[src/rtl/score_pkg.sv]
// Shared constants and FSM encoding for the score log controller.
package score_pkg;
    localparam int ADDR_W_DEF = 9;
    localparam int DATA_W_DEF = 32;
    localparam int DEPTH      = 2 ** ADDR_W_DEF;

    typedef enum logic [1:0] {
        S_IDLE,
        S_WRITE,
        S_READ,
        S_CLEAR
    } state_e;
endpackage

[src/rtl/score_ring_ptr.sv]
// Circular-log bookkeeping: write pointer, saturating entry count and
// newest-relative address lookup.
module score_ring_ptr
    import score_pkg::*;
#(
    parameter int ADDR_W = ADDR_W_DEF
) (
    input  logic              clk,
    input  logic              reset,
    input  logic              adv_i,
    input  logic              clr_i,
    input  logic [ADDR_W-1:0] index_i,
    output logic [ADDR_W-1:0] wr_ptr_o,
    output logic [ADDR_W:0]   count_o,
    output logic [ADDR_W-1:0] rd_addr_o,
    output logic              in_range_o
);
    localparam logic [ADDR_W-1:0] PTR_ONE  = {{(ADDR_W-1){1'b0}}, 1'b1};
    localparam logic [ADDR_W:0]   CNT_ONE  = {{ADDR_W{1'b0}}, 1'b1};
    localparam logic [ADDR_W:0]   CNT_FULL = {1'b1, {ADDR_W{1'b0}}};

    logic [ADDR_W-1:0] wr_ptr_q, wr_ptr_d;
    logic [ADDR_W:0]   count_q, count_d;

    always_comb begin
        wr_ptr_d = wr_ptr_q;
        count_d  = count_q;
        if (clr_i) begin
            wr_ptr_d = '0;
            count_d  = '0;
        end else if (adv_i) begin
            wr_ptr_d = wr_ptr_q + PTR_ONE;
            if (count_q != CNT_FULL) begin
                count_d = count_q + CNT_ONE;
            end
        end
    end

    always_ff @(posedge clk or posedge reset) begin
        if (reset) begin
            wr_ptr_q <= '0;
            count_q  <= '0;
        end else begin
            wr_ptr_q <= wr_ptr_d;
            count_q  <= count_d;
        end
    end

    // Newest entry lives just behind the write pointer; wraps naturally.
    assign rd_addr_o  = wr_ptr_q - PTR_ONE - index_i;
    assign in_range_o = {1'b0, index_i} < count_q;
    assign wr_ptr_o   = wr_ptr_q;
    assign count_o    = count_q;
endmodule

[src/rtl/score_log_controller.sv]
// Arbitrates the single-port score RAM between the logger and the display.
// Define SCORE_CLEAR_EN to add the clear_req/clear_done RAM wipe.
module score_log_controller
    import score_pkg::*;
#(
    parameter int ADDR_W       = ADDR_W_DEF,
    parameter int DATA_W       = DATA_W_DEF,
    parameter int READ_LATENCY = 2
) (
    input  logic              clk,
    input  logic              reset,
`ifdef SCORE_CLEAR_EN
    input  logic              clear_req,
    output logic              clear_done,
`endif
    input  logic              log_req,
    input  logic [DATA_W-1:0] log_data,
    output logic              log_ack,
    input  logic              rd_req,
    input  logic [ADDR_W-1:0] rd_index,
    output logic              rd_valid,
    output logic [DATA_W-1:0] rd_data,
    output logic              rd_err,
    output logic [ADDR_W-1:0] mem_address,
    output logic [DATA_W-1:0] mem_data,
    output logic              mem_wren,
    input  logic [DATA_W-1:0] mem_q,
    output logic [ADDR_W:0]   count,
    output logic [ADDR_W-1:0] wr_ptr,
    output logic [DATA_W-1:0] high_score,
    output logic              new_hs,
    output logic              busy
);
    localparam logic [1:0]        LAT_INIT = 2'(READ_LATENCY - 1);
    localparam logic [ADDR_W-1:0] ADDR_ONE = {{(ADDR_W-1){1'b0}}, 1'b1};
    localparam logic [ADDR_W-1:0] ADDR_MAX = '1;

    state_e state_q, state_d;

    logic [1:0]        lat_q, lat_d;
    logic              log_ack_q, log_ack_d;
    logic              rd_valid_q, rd_valid_d;
    logic              rd_err_q, rd_err_d;
    logic [DATA_W-1:0] rd_data_q, rd_data_d;
    logic [ADDR_W-1:0] mem_address_q, mem_address_d;
    logic [DATA_W-1:0] mem_data_q, mem_data_d;
    logic              mem_wren_q, mem_wren_d;
    logic [DATA_W-1:0] high_score_q, high_score_d;
    logic              new_hs_q, new_hs_d;
    logic              clear_done_d;
    logic              ptr_adv, ptr_clr;
    logic              clr_go;
    logic [ADDR_W-1:0] rd_addr;
    logic              in_range;

`ifdef SCORE_CLEAR_EN
    logic clear_done_q;
    assign clr_go     = clear_req;
    assign clear_done = clear_done_q;
`else
    assign clr_go = 1'b0;
`endif

    score_ring_ptr #(.ADDR_W(ADDR_W)) u_ptr (
        .clk       (clk),
        .reset     (reset),
        .adv_i     (ptr_adv),
        .clr_i     (ptr_clr),
        .index_i   (rd_index),
        .wr_ptr_o  (wr_ptr),
        .count_o   (count),
        .rd_addr_o (rd_addr),
        .in_range_o(in_range)
    );

    always_ff @(posedge clk or posedge reset) begin
        if (reset) begin
            state_q <= S_IDLE;
        end else begin
            state_q <= state_d;
        end
    end

    always_comb begin
        state_d = state_q;
        unique case (state_q)
            S_IDLE: begin
                if (clr_go) begin
                    state_d = S_CLEAR;
                end else if (log_req) begin
                    state_d = S_WRITE;
                end else if (rd_req && in_range) begin
                    state_d = S_READ;
                end
            end
            S_WRITE: state_d = S_IDLE;
            S_READ: begin
                if (lat_q == 2'd0) begin
                    state_d = S_IDLE;
                end
            end
`ifdef SCORE_CLEAR_EN
            S_CLEAR: begin
                if (mem_address_q == ADDR_MAX) begin
                    state_d = S_IDLE;
                end
            end
`endif
            default: state_d = S_IDLE;
        endcase
    end

    always_comb begin
        lat_d         = lat_q;
        log_ack_d     = 1'b0;
        rd_valid_d    = 1'b0;
        rd_err_d      = 1'b0;
        rd_data_d     = rd_data_q;
        mem_address_d = mem_address_q;
        mem_data_d    = mem_data_q;
        mem_wren_d    = 1'b0;
        high_score_d  = high_score_q;
        new_hs_d      = 1'b0;
        clear_done_d  = 1'b0;
        ptr_adv       = 1'b0;
        ptr_clr       = 1'b0;
        unique case (state_q)
            S_IDLE: begin
                if (clr_go) begin
                    mem_wren_d    = 1'b1;
                    mem_address_d = '0;
                    mem_data_d    = '0;
                end else if (log_req) begin
                    mem_wren_d    = 1'b1;
                    mem_address_d = wr_ptr;
                    mem_data_d    = log_data;
                    log_ack_d     = 1'b1;
                end else if (rd_req) begin
                    // Out-of-range reads answer at once without touching the RAM.
                    if (in_range) begin
                        mem_address_d = rd_addr;
                        lat_d         = LAT_INIT;
                    end else begin
                        rd_valid_d = 1'b1;
                        rd_err_d   = 1'b1;
                        rd_data_d  = '0;
                    end
                end
            end
            S_WRITE: begin
                ptr_adv = 1'b1;
                if (mem_data_q > high_score_q) begin
                    high_score_d = mem_data_q;
                    new_hs_d     = 1'b1;
                end
            end
            S_READ: begin
                if (lat_q == 2'd0) begin
                    rd_valid_d = 1'b1;
                    rd_data_d  = mem_q;
                end else begin
                    lat_d = lat_q - 2'd1;
                end
            end
`ifdef SCORE_CLEAR_EN
            S_CLEAR: begin
                if (mem_address_q == ADDR_MAX) begin
                    ptr_clr      = 1'b1;
                    high_score_d = '0;
                    clear_done_d = 1'b1;
                end else begin
                    mem_wren_d    = 1'b1;
                    mem_address_d = mem_address_q + ADDR_ONE;
                end
            end
`endif
            default: ;
        endcase
    end

    always_ff @(posedge clk or posedge reset) begin
        if (reset) begin
            lat_q         <= '0;
            log_ack_q     <= 1'b0;
            rd_valid_q    <= 1'b0;
            rd_err_q      <= 1'b0;
            rd_data_q     <= '0;
            mem_address_q <= '0;
            mem_data_q    <= '0;
            mem_wren_q    <= 1'b0;
            high_score_q  <= '0;
            new_hs_q      <= 1'b0;
        end else begin
            lat_q         <= lat_d;
            log_ack_q     <= log_ack_d;
            rd_valid_q    <= rd_valid_d;
            rd_err_q      <= rd_err_d;
            rd_data_q     <= rd_data_d;
            mem_address_q <= mem_address_d;
            mem_data_q    <= mem_data_d;
            mem_wren_q    <= mem_wren_d;
            high_score_q  <= high_score_d;
            new_hs_q      <= new_hs_d;
        end
    end

`ifdef SCORE_CLEAR_EN
    always_ff @(posedge clk or posedge reset) begin
        if (reset) begin
            clear_done_q <= 1'b0;
        end else begin
            clear_done_q <= clear_done_d;
        end
    end
`endif

    assign log_ack     = log_ack_q;
    assign rd_valid    = rd_valid_q;
    assign rd_err      = rd_err_q;
    assign rd_data     = rd_data_q;
    assign mem_address = mem_address_q;
    assign mem_data    = mem_data_q;
    assign mem_wren    = mem_wren_q;
    assign high_score  = high_score_q;
    assign new_hs      = new_hs_q;
    assign busy        = (state_q != S_IDLE);
endmodule

[config.mk]
export PLATFORM = sky130hd
export DESIGN_NAME = score_log_controller
export DESIGN_NICKNAME = d
export VERILOG_FILES = /design/src/rtl/score_pkg.sv /design/src/rtl/score_ring_ptr.sv /design/src/rtl/score_log_controller.sv
export SDC_FILE = /design/constraint.sdc
export NUM_CORES = 1
export LEC_CHECK = 0
export CAP_MARGIN = 20
export CORE_MARGIN = 3
export CORE_UTILIZATION = 44
export CTS_BUF_LIST = sky130_fd_sc_hd__clkbuf_16
export DETAILED_ROUTE_END_ITERATION = 8
export PLACE_DENSITY = 0.89
export SYNTH_ARGS = -nofsm -noshare
export SYNTH_HDL_FRONTEND = slang
export SYNTH_SLANG_ARGS = --single-unit
[constraint.sdc]
create_clock -name clk -period 4.4 [get_ports clk]
set_clock_uncertainty 0.05 [all_clocks]
set_input_delay 0.88 -clock clk [delete_from_list [all_inputs] [get_ports clk]]
set_output_delay 0.88 -clock clk [all_outputs]
set_load 0.005 [all_outputs]
==> flow_summary.yaml <==
timing:
  report.final.slew_viol_count: 0
  setup_viol: 0
  tns_ns: 0
  relSlewSlack_pct: 29.8
  rsz0062_at_grt: "false"
  fin_crit_ns: 2.90
  fin_ws_ns: 1.50
  hold_viol: 0
  fin_crit_sh_pct: 66.0
  worst_pin_slew_ns: 1.05
  fmax_mhz: 345
clock_network:
  cts_tree: "yes"
  clk_latency_ns: 0.42
  path_clk_slew_ns: 0.06
  cts_hold_buf: 0
  cts_made_buffers: 17
  clockBufferDepth: 2
  cts_resized: 0
  root_buffer: "clkbuf_16"
  post_cts_buffers: 0
  clock-sinks: 132
  htree_levels: 4
power_and_ir_drop:
  ir_drop_mv: 0.288
  p_leak_nw: 4.42
  power_density_nw_per_um2: 441
placed_design:
  gp_congestion: 0.792
  portBuffers: 206
  placed_area_um2: 9540
  pre_cts_slack_ns: 0.914
  hpwlAfterDp_um: 13800
logic_synthesis:
  ys_warn_count: 0
  ys_top_cells_by_area: "dfrtp_1, ha_1, nand2_1, o21ai_0, o31ai_2"
  syn_area_um2: 7250
  syn_nets: 889
  synth_cell_types: 55
  synthCells: 759
  synth_top_area_share_pct: 45.6
  synth_area_leader_cell: "dfrtp_1"
  yosysSeqAreaShare_pct: 45.6
  synth-seq-cells: 132
  async_flop_share_pct: 100
  synth-edff-count: 0
  synth_ff_type: "dfrtp_1"
  syn_area_per_cell_um2: 9.55
detailed_routing:
  route.met3.wl_um: 1690
  routed_wl_um: 19800
  drt_first_iter_violations: 362
  vias_per_cell: 5.40
  antenna_left: 0
  first_pass_iters: 5
  met1_length_um: 8190
  drcViolationCount: 0
  wl_met2_um: 9600
  post_drt_wl_per_cell_um: 16.8
  vias: 6372
  top_layer: "met4"
layout:
  fin_util_pct: 63.2
  num_antenna_cells: 0
  fin_nets: 1081
  drive_gt1_share_pct: 9.23
  n_fill_cell: 1293
  syn2layout_area_growth_pct: 39.5
  fin_area_um2: 10100
critical_path:
  cp-startpoint: "rd_index[0]"
  start_kind: "input port"
  crit_arrival_ns: 3.15
  reg2reg_from: "high_score[25]"
  critPathCaptureType: "register"
  critPathKind: "input port to register"
  reg2reg_slack_ns: 1.56
  cp_common_cell: "inv_1"
  slowest_delay_ns: 0.43
  crit_slowest_cell: "clkdlybuf4s50_1"
  worstPathRequired_ns: 4.65
  worstPathMaxFanout: 3
  path_cells: "clkdlybuf4s50_1 -> inv_1 -> ha_1 -> inv_1 -> fa_1 -> nor2b_1 -> o2111ai_1 -> a31oi_1 -> mux2i_1 -> xor2_1 -> o21ai_0"
min_path:
  hp-start: "mem_address[2]"
  hp-class: "register to register"
global_routing:
  grt_usage_pct: 22.1
  overflow: 0
  grt_max_degree: 133
  grt_first_pass_wirelength_um: 32200
  antenna_found_initial: 0
  grt_pass1_vias: 6479
die:
  placementRows: 46
  fp.coreArea_um2: 16000
  ios: 207
  start_util_pct: 45.3
  dieArea_um2: 18000
  die_width_um: 134
  die_h_um: 134
flow_run:
  maxCapViolations: 0
run_status:
  status: "complete, no violations"
[final timing paths]
path                                  end  cells past startpoint
hold reg to reg            mem_address[2]                      2
max in group asynchronous  high_score[29]                      3
hold / removal             mem_address[2]                      2
setup reg to reg           high_score[23]                      9
min in group asynchronous     rd_data[15]                      3
setup / recovery           mem_address[8]                     11
[flip-flops by register name, indices dropped and copies added (netlist names), 2 cells and up]
register and count:
rd_data 32, u_ptr.count_o 10, state_q 2, high_score 32
mem_data 32, lat_q 2, mem_address 9, u_ptr.wr_ptr_o 9
[worst max-delay path, delay by kind of cell]
kind	cells	cell delay [ns]
adders and majority gates	2	0.56
buffers and inverters	3	0.55
AOI/OAI and AO/OA	3	0.51
muxes	1	0.28
and+or+nand+nor	1	0.23
xor gates and xnor gates	1	0.16
[report_power, final]
group          leakage (nW)  total (mW)  switching, mW  internal [mW]
combinational          2.59        1.41          0.631          0.780
clock                 0.256        1.32          0.587          0.734
sequential             1.58        1.72          0.252           1.47
[cell usage in the layout, fill, tap and decap left out, types with 17 or more instances in the layout]
master           count
xnor2_1             18
nand2_1            117
ha_1                52
dfrtp_1            132
inv_1               88
a32oi_1             32
and3_1              34
a21oi_1             18
o31ai_2             30
clkdlybuf4s50_1    206
clkbuf_16           17
o21ai_0             77
[layer usage]
layer | GRT usage [%] | vias to the layer above
met5 | 0 | -
met3 | 6.30 | 29
li1 | - | 3034
met1 | 27.4 | 3050
met4 | 8.26 | 0
met2 | 36.8 | 259
[logic make-up (layout without fill, tap and decap cells)]
family                     count (synthesis)  in the layout  synth area share, %
buffers and inverters                    134            339                 7.46
xor gates and xnor gates                  23             23                 2.78
adders and majority gates                 53             53                 9.25
DFF                                      132            132                 45.6
and+or+nand+nor                          217            217                 14.6
muxes                                      6              6                0.846
AOI/OAI and AO/OA                        194            194                 19.5
[layout make-up]
cell class	instances	area, um2	share of cell area, %
Clock buffer	17	425	4.21
Clock inverter	15	124	1.23
Multi-Input combinational cell	493	3440	34.1
Sequential cell	132	3300	32.7
Inverter	89	338	3.34
Tap cell	216	270	2.67
Timing Repair Buffer	218	2200	21.8
[Yosys cell counts, types with 2 or more instances]
| cell type | count |
|---|---|
| o31ai_2 | 30 |
| a21boi_0 | 2 |
| o21a_1 | 4 |
| o31a_1 | 2 |
| nand2_1 | 118 |
| nor3_1 | 6 |
| or2_2 | 2 |
| xnor2_1 | 18 |
| nor2_1 | 12 |
| o21ai_1 | 6 |
| and2_1 | 2 |
| nand3_1 | 11 |
| inv_1 | 89 |
| a21oi_1 | 18 |
| nor2b_1 | 6 |
| a211oi_1 | 2 |
| nand3b_1 | 2 |
| nand4_1 | 11 |
| o211ai_1 | 2 |
| buf_6 | 4 |
| a31oi_1 | 2 |
| and4_1 | 2 |
| nand2b_1 | 3 |
| o21ai_0 | 77 |
| dfrtp_1 | 132 |
| and3_1 | 34 |
| a32oi_1 | 32 |
| mux2i_1 | 5 |
| ha_1 | 52 |
| clkbuf_1 | 36 |
| a21o_1 | 2 |
| buf_2 | 3 |
| o31ai_1 | 6 |
| xor2_1 | 5 |
[metrics by stage]
stage                     power (mW)  hold WS [ns]  instances
final                           4.46         0.439       1180
after global routing            4.74         0.472       1180
after CTS                       4.49         0.439       1178
after detailed placement        3.14         0.426       1146
after global placement          3.09         0.416       1145
after floorplan                 2.33         0.402        759
No activity file was read; power rests on OpenSTA's default activity.
